===== src/rtl/sll_operand_loader.sv =====
// sll_operand_loader: gathers Nbits/Bbits narrow beats into one word over a
// valid/ready byte stream and hands the registered word to the <<3 shifter.
// ShiftOvf travels with each word and marks that a signed <<3 of it loses
// significance.
module sll_operand_loader #(
    parameter int Nbits     = 32,
    parameter int Bbits     = 8,
    parameter int MSB_FIRST = 1
) (
    input  logic                    clk,
    input  logic                    reset,
    input  logic [Bbits-1:0]        InByte,
    input  logic                    InValid,
    output logic                    InReady,
    input  logic                    Flush,
    output logic signed [Nbits-1:0] Out,
    output logic                    OutValid,
    input  logic                    OutReady,
    output logic                    ShiftOvf
);

    // Number of beats per word and the width of the beat counter.
    localparam int K  = Nbits / Bbits;
    localparam int CW = (K > 1) ? $clog2(K) : 1;

    // Width sanity. Partial beats are not supported. The overflow test needs
    // at least the four top bits.
    if ((Nbits % Bbits) != 0 || Bbits < 1) begin : g_bad_ratio
        $error("sll_operand_loader: Nbits must be an integer multiple of Bbits");
    end
    if (Nbits < 4) begin : g_bad_width
        $error("sll_operand_loader: Nbits must be at least 4");
    end

    typedef enum logic {
        COLLECT = 1'b0,
        HOLD    = 1'b1
    } state_t;

    state_t                   state;
    state_t                   state_next;
    logic [CW-1:0]            count;
    logic [Nbits-1:0]         shift;
    logic [Nbits-1:0]         word_next;
    logic                     accept;
    logic                     last_beat;

    // Fold one beat into the partial word. For MSB-first order, earlier beats
    // move toward the top. For LSB-first order, earlier beats move toward the
    // bottom. Shifts are used instead of slices so that K == 1 still
    // elaborates.
    function automatic logic [Nbits-1:0] fold_beat(
        input logic [Nbits-1:0] partial,
        input logic [Bbits-1:0] beat
    );
        logic [Nbits-1:0] beat_ext;
        beat_ext = Nbits'(beat);
        if (MSB_FIRST != 0)
            fold_beat = (partial << Bbits) | beat_ext;
        else
            fold_beat = (partial >> Bbits) | (beat_ext << (Nbits - Bbits));
    endfunction

    // A signed left shift by 3 keeps its value only when the four top bits
    // all match the sign bit.
    function automatic logic shl3_overflows(input logic [Nbits-1:0] w);
        logic [3:0] top;
        top = w[Nbits-1 -: 4];
        shl3_overflows = !((top == 4'b0000) || (top == 4'b1111));
    endfunction

    // The handshake is decoded only from registered state. OutReady never
    // reaches InReady combinationally.
    assign InReady   = (state == COLLECT);
    assign accept    = InValid && InReady && !Flush;
    assign last_beat = (count == CW'(K - 1));
    assign word_next = fold_beat(shift, InByte);

    // State register.
    always_ff @(posedge clk) begin
        if (reset)
            state <= COLLECT;
        else
            state <= state_next;
    end

    // Next-state logic. A word completes on its K-th accepted beat. It leaves
    // HOLD only when the consumer takes it. Flush has no effect in HOLD.
    always_comb begin
        state_next = state;
        case (state)
            COLLECT: if (accept && last_beat) state_next = HOLD;
            HOLD:    if (OutReady)            state_next = COLLECT;
            default:                          state_next = COLLECT;
        endcase
    end

    // Beat counter. Flush discards the partial word by rewinding the count.
    // Stale bits left in the shifter get pushed out by the next K beats.
    always_ff @(posedge clk) begin
        if (reset)
            count <= '0;
        else if (state == COLLECT) begin
            if (Flush)
                count <= '0;
            else if (accept)
                count <= last_beat ? '0 : count + CW'(1);
        end
    end

    // Assembly shift register. This is pure datapath and needs no reset,
    // because the count decides which bits are meaningful.
    always_ff @(posedge clk) begin
        if (accept)
            shift <= fold_beat(shift, InByte);
    end

    // Output word and its overflow flag. They are captured together on the
    // completing beat and held after the transfer.
    always_ff @(posedge clk) begin
        if (reset) begin
            Out      <= '0;
            ShiftOvf <= 1'b0;
        end else if (accept && last_beat) begin
            Out      <= word_next;
            ShiftOvf <= shl3_overflows(word_next);
        end
    end

    // Output valid. It rises on the completing beat and drops when the
    // consumer accepts the word.
    always_ff @(posedge clk) begin
        if (reset)
            OutValid <= 1'b0;
        else if (accept && last_beat)
            OutValid <= 1'b1;
        else if (state == HOLD && OutReady)
            OutValid <= 1'b0;
    end

endmodule

===== config.mk =====
export PLATFORM = sky130hd
export DESIGN_NAME = sll_operand_loader
export DESIGN_NICKNAME = d
export VERILOG_FILES = /design/src/rtl/sll_operand_loader.sv
export SDC_FILE = /design/constraint.sdc
export NUM_CORES = 1
export LEC_CHECK = 0
export BUFFER_PORTS_ARGS = -buffer_cell sky130_fd_sc_hd__buf_2
export CORE_MARGIN = 3
export CORE_UTILIZATION = 52
export DETAILED_ROUTE_END_ITERATION = 6
export GPL_TIMING_DRIVEN = 0
export MAX_ROUTING_LAYER = met4
export PLACE_DENSITY = 0.8
export RECOVER_POWER = 25
export SLEW_MARGIN = 5
export SYNTH_ARGS = -nofsm -noshare
export SYNTH_HDL_FRONTEND = slang
export SYNTH_SLANG_ARGS = --single-unit
export TNS_END_PERCENT = 10

===== constraint.sdc =====
create_clock -name clk -period 3.6 [get_ports clk]
set_input_delay 0 -clock clk [delete_from_list [all_inputs] [get_ports clk]]
set_output_delay 0 -clock clk [all_outputs]
set_load 0.01 [all_outputs]

* Word level (Yosys, flattened, before mapping) *
Cells that the tools add are included.

operators by class
  add/sub/neg operators = 1
  eq/ne operators = 2
  multiplexer cells = 8
  bitwise operators = 2
  reductions and logical operators = 11

operator list
  kind                                                           number
  32-bit by 8-bit OR with 32-bit output                          1
  2-bit two-way mux                                              3
  4-bit equality test, second input constant                     1
  1-bit logical AND                                              4
  4-bit logical NOT                                              1
  1-bit two-way mux                                              4
  2-bit nonzero test                                             2
  2-bit by 1-bit adder with 2-bit output, second input constant  1
  2-bit equality test, second input constant                     1
  1-bit logical NOT                                              2
  1-bit case mux with 2 select lines                             1
  2-bit AND reduction                                            1
  1-bit logical OR                                               1
  1-bit NOT                                                      1

storage, ports and cells
  register bits after elaboration = 61
  input bits = 13
  output and inout bits = 35
  logic and storage cells = 30

* Depth between registers and ports, before layout *
  depth after elaboration = 6
  gate-level depth with buffers = 6
  gate-level depth less buffers = 4

* Least setup slack after synthesis *
Ideal clock, no wire load.

  kind = reg-to-reg
  start point = register state
  end point = register count[0]
  setup time = 75 ps
  arrival time = 2679 ps
  required time = 3525 ps
  setup slack = 846 ps
  stages on the path, launching flop included = 4
  path buffers = 0
  clock period less this slack = 2754 ps
  path through = dfxtp_1 nor3b_1 a22oi_1 nor2_1

on the way
  longest elaborated chain between the ends = 5

ends and longest elaborated chain
  item                             line  text
  start, declared                  40    state_t state;
  start signal, assigned           84    state <= state_next;
  1-bit NOT                        74    assign InReady = (state == COLLECT);
  1-bit logical AND (2 in series)  75    assign accept = InValid && InReady && !Flush;
  named net accept                 45    logic accept;
  2-bit nonzero test (no line)     -
  2-bit AND reduction (no line)    -
  end signal, assigned             107   count <= last_beat ? '0 : count + CW'(1);
  end, declared                    42    logic [CW-1:0] count;

The timed path passes the listed nets, and every way through them passes these cells.
A chain may end at the register's enable or synchronous reset.

* Worst setup path after layout *
  start point = input reset
  end point = register Out[18]

RTL lines
  item                  line  text
  start, declared       11    input logic reset,
  end signal, assigned  125   Out <= word_next;
  end, declared         16    output logic signed [Nbits-1:0] Out,

No word-level cell between the ends.

==> impl_metrics.csv <==
group,metric,value,unit
routing,vias,1550,
timing,slew_headroom,64.5,%
layout,final_cell_mix,"nand2_1, dfxtp_1, buf_2",
timing,drv_slew,0,
flow_run,max_cap_viol_count,0,
place,dp_hpwl,2760,um
critical_path,slowest_stage,"dlygate4sd3_1",
clocking,clk_pin_slew,0.07,ns
grt,grt_overflow_total,0,
pwr,share_comb_of_total_power,2.7,%
hold_path,min_path_type,"in2reg",
critical_path,cpMostUsedCell,"clkbuf_1",
layout,instances_no_fill,312,
routing,wirelength,4150,um
hold_path,worst_hold_path.endpoint,"shift[17]",
timing,clock_skew,0.00535,ns
routing,viasPerCell,4.97,
clocking,clock_path_buffers,2,
pwr,finalPower,1350,uW
synthesis,yosysUniqueCellTypes,23,
critical_path,endpoint_kind,"register",
die,die_w,69.7,um
grt,antenna_found_initial,0,
routing,wl_per_cell,13.3,um
pwr,switching_share,20.2,%
timing,setup_tns,0,ns
clocking,cts_buffers,9,
timing,setup_ws,2.21,ns
place,gp_congestion,0.729,
critical_path,worst-r2r-cell-count,6,
die,core_area,3770,um^2
hold_path,min-delay-start,"Flush",
critical_path,crit_type,"in2reg",
grt,grt_pass1_vias,1509,
place,pre_cts_slack,2.23,ns
timing,worst_pin_slew,0.532,ns
layout,layout.nets,273,
hold_path,holdPathStages,2,
layout,layout-drive-gt1-share,25.0,%
synthesis,synth-edff-count,24,
routing,ant_nets,0,
critical_path,cp-start-kind,"input pin",
timing,final_period_minus_worst_setup_slack,1.39,ns
pwr,p_int,1080,uW
routing,first_pass_iters,4,
critical_path,r2r_slack,2.22,ns
timing,hold_viol_final,0,
place,port_buffers,47,
pwr,power_density,501,nW/um^2
die,initial_utilization,55.9,%
pwr,p_leak,0.00102,uW
layout,diodes,0,
grt,grt_pass1_wl,6840,um
synthesis,ys.flop_type,"dfxtp_1",
critical_path,slowest_delay,0.52,ns
critical_path,regToRegEndpoint,"Out[18]",
synthesis,yosysWarningCount,0,
clocking,root_buffer,"clkbuf_8",
timing,min_period_over_period,38.7,%
critical_path,r2r_start,"count[0]",
synthesis,synth_area_per_cell,11.2,um^2
layout,post-route-util,71.5,%
clocking,clk_latency,0.33,ns
die,die_area,4850,um^2
layout,final_common_cell,"nand2_1",
place,dp.cells,286,
synthesis,async_flop_share,0,%
layout,area_delta_synth_final,28.0,%
critical_path,crit_fanout,10,
synthesis,ys_seq_elements,61,
grt,groute.usage.overall,18.8,%
routing,drtIter0Drc,64,
die,pin_count,48,
timing,max_freq,719,MHz
synthesis,syn_area,2110,um^2
clocking,ctsResizeCount,0,
routing,drcViolationCount,0,
grt,grt_max_degree,13,
run_status,status,"finished, final reports clean",
clocking,clock-sinks,61,
critical_path,worst_ep_arrival_time,1.58,ns
critical_path,crit_chain,"dlygate4sd3_1 > buf_2 > clkbuf_1 > clkbuf_1 > a21oi_1",
clocking,cts_tree,"done",
timing,setup-violations-final,0,
pwr,p_clk_share,42.7,%
pwr,netSwitchingPower,274,uW
die,chipHeight,69.7,um
synthesis,synth.yosys.seq_area_share,69.3,%
die,num_rows,22,
clocking,htree_levels,3,
synthesis,netlist_instances,189,
synthesis,synth_nets,203,
critical_path,worstPathRequired,3.79,ns
pwr,ir_worst_vdd,0.449,mV
pwr,p_seq_share,54.6,%
timing,rsz0062_at_grt,"no",
==> stage by stage <==
step,cell area [um^2],hold WS [ns]
after global routing,2700,0.0366
final,2700,0.0410
after global placement,2400,0.193
after detailed placement,2420,0.193
after CTS,2710,0.0227
after floorplan,2110,0.0989
==> layout make-up <==
type / count / area [um^2]
timing repair buffer: 59 / 334
tap: 48 / 60.1
clock buffer: 10 / 138
clock inverter: 6 / 52.6
buffer: 12 / 91.3
inverter: 1 / 3.75
sequential: 61 / 1460
fill: 276 / 1070
multi-input combinational: 115 / 557
==> sequential cells by signal, indices dropped and copies added, names as in the netlist <==
name and flops:
ShiftOvf 1, state 1, shift 24, Out 32, OutValid 1, count 2
==> logic make-up after synthesis <==
| family | synth area share (%) |
|---|---|
| buffers and inverters | 4.51 |
| and+or+nand+nor | 14.5 |
| adders and majority gates | 0.593 |
| AOI/OAI and AO/OA | 11.1 |
| DFF | 69.3 |
==> worst max-delay path: cells and delay by family <==
kind / cells / cell delay [ns]
AOI/OAI and AO/OA: 1 / 0.09
buffers and inverters: 4 / 1.48
==> repair_timing <==
action | in CTS | in global routing
hold endpoints to repair | 19 | 0
hold buffers | 10 | 0
setup endpoints to repair | 0 | 0
setup buffers | 0 | 0
==> worst max-delay path by stage <==
stage,from,endpoint
floorplan,state,count[0]
global placement,state,count[1]
detailed placement,count[0],Out[18]
CTS,count[0],Out[18]
global route,count[0],Out[17]
finish,reset,Out[18]
==> power by group through the flow <==
stage,logic (uW),registers [uW],clock network (uW)
2_1_floorplan,14.3,752,0
3_3_place_gp,27.1,753,0
3_5_place_dp,29.6,753,0
4_1_cts,38.0,738,591
5_1_grt,40.8,739,620
6_report,37.1,738,577
==> cell usage after synthesis, types with 2 or more instances <==
cell type | n | area share (%)
clkbuf_1 | 3 | 0.53
a21oi_2 | 5 | 2.1
edfxtp_1 | 24 | 34
dfxtp_1 | 37 | 35
clkbuf_8 | 3 | 2.0
buf_2 | 4 | 0.95
a22oi_1 | 2 | 0.71
nor2_1 | 4 | 0.71
nand2_1 | 65 | 12
a21oi_1 | 29 | 6.9
==> per-layer routing <==
layer,global-route usage (%),share of wire (%),up-vias,wire length (um)
met5,-,0,-,0
met4,8.30,1.4,0,60
met3,8.55,8.0,6,333
met2,27.5,45,59,1890
met1,22.4,45,702,1870
li1,-,-,783,-
Power figures use the tool's default switching activity.
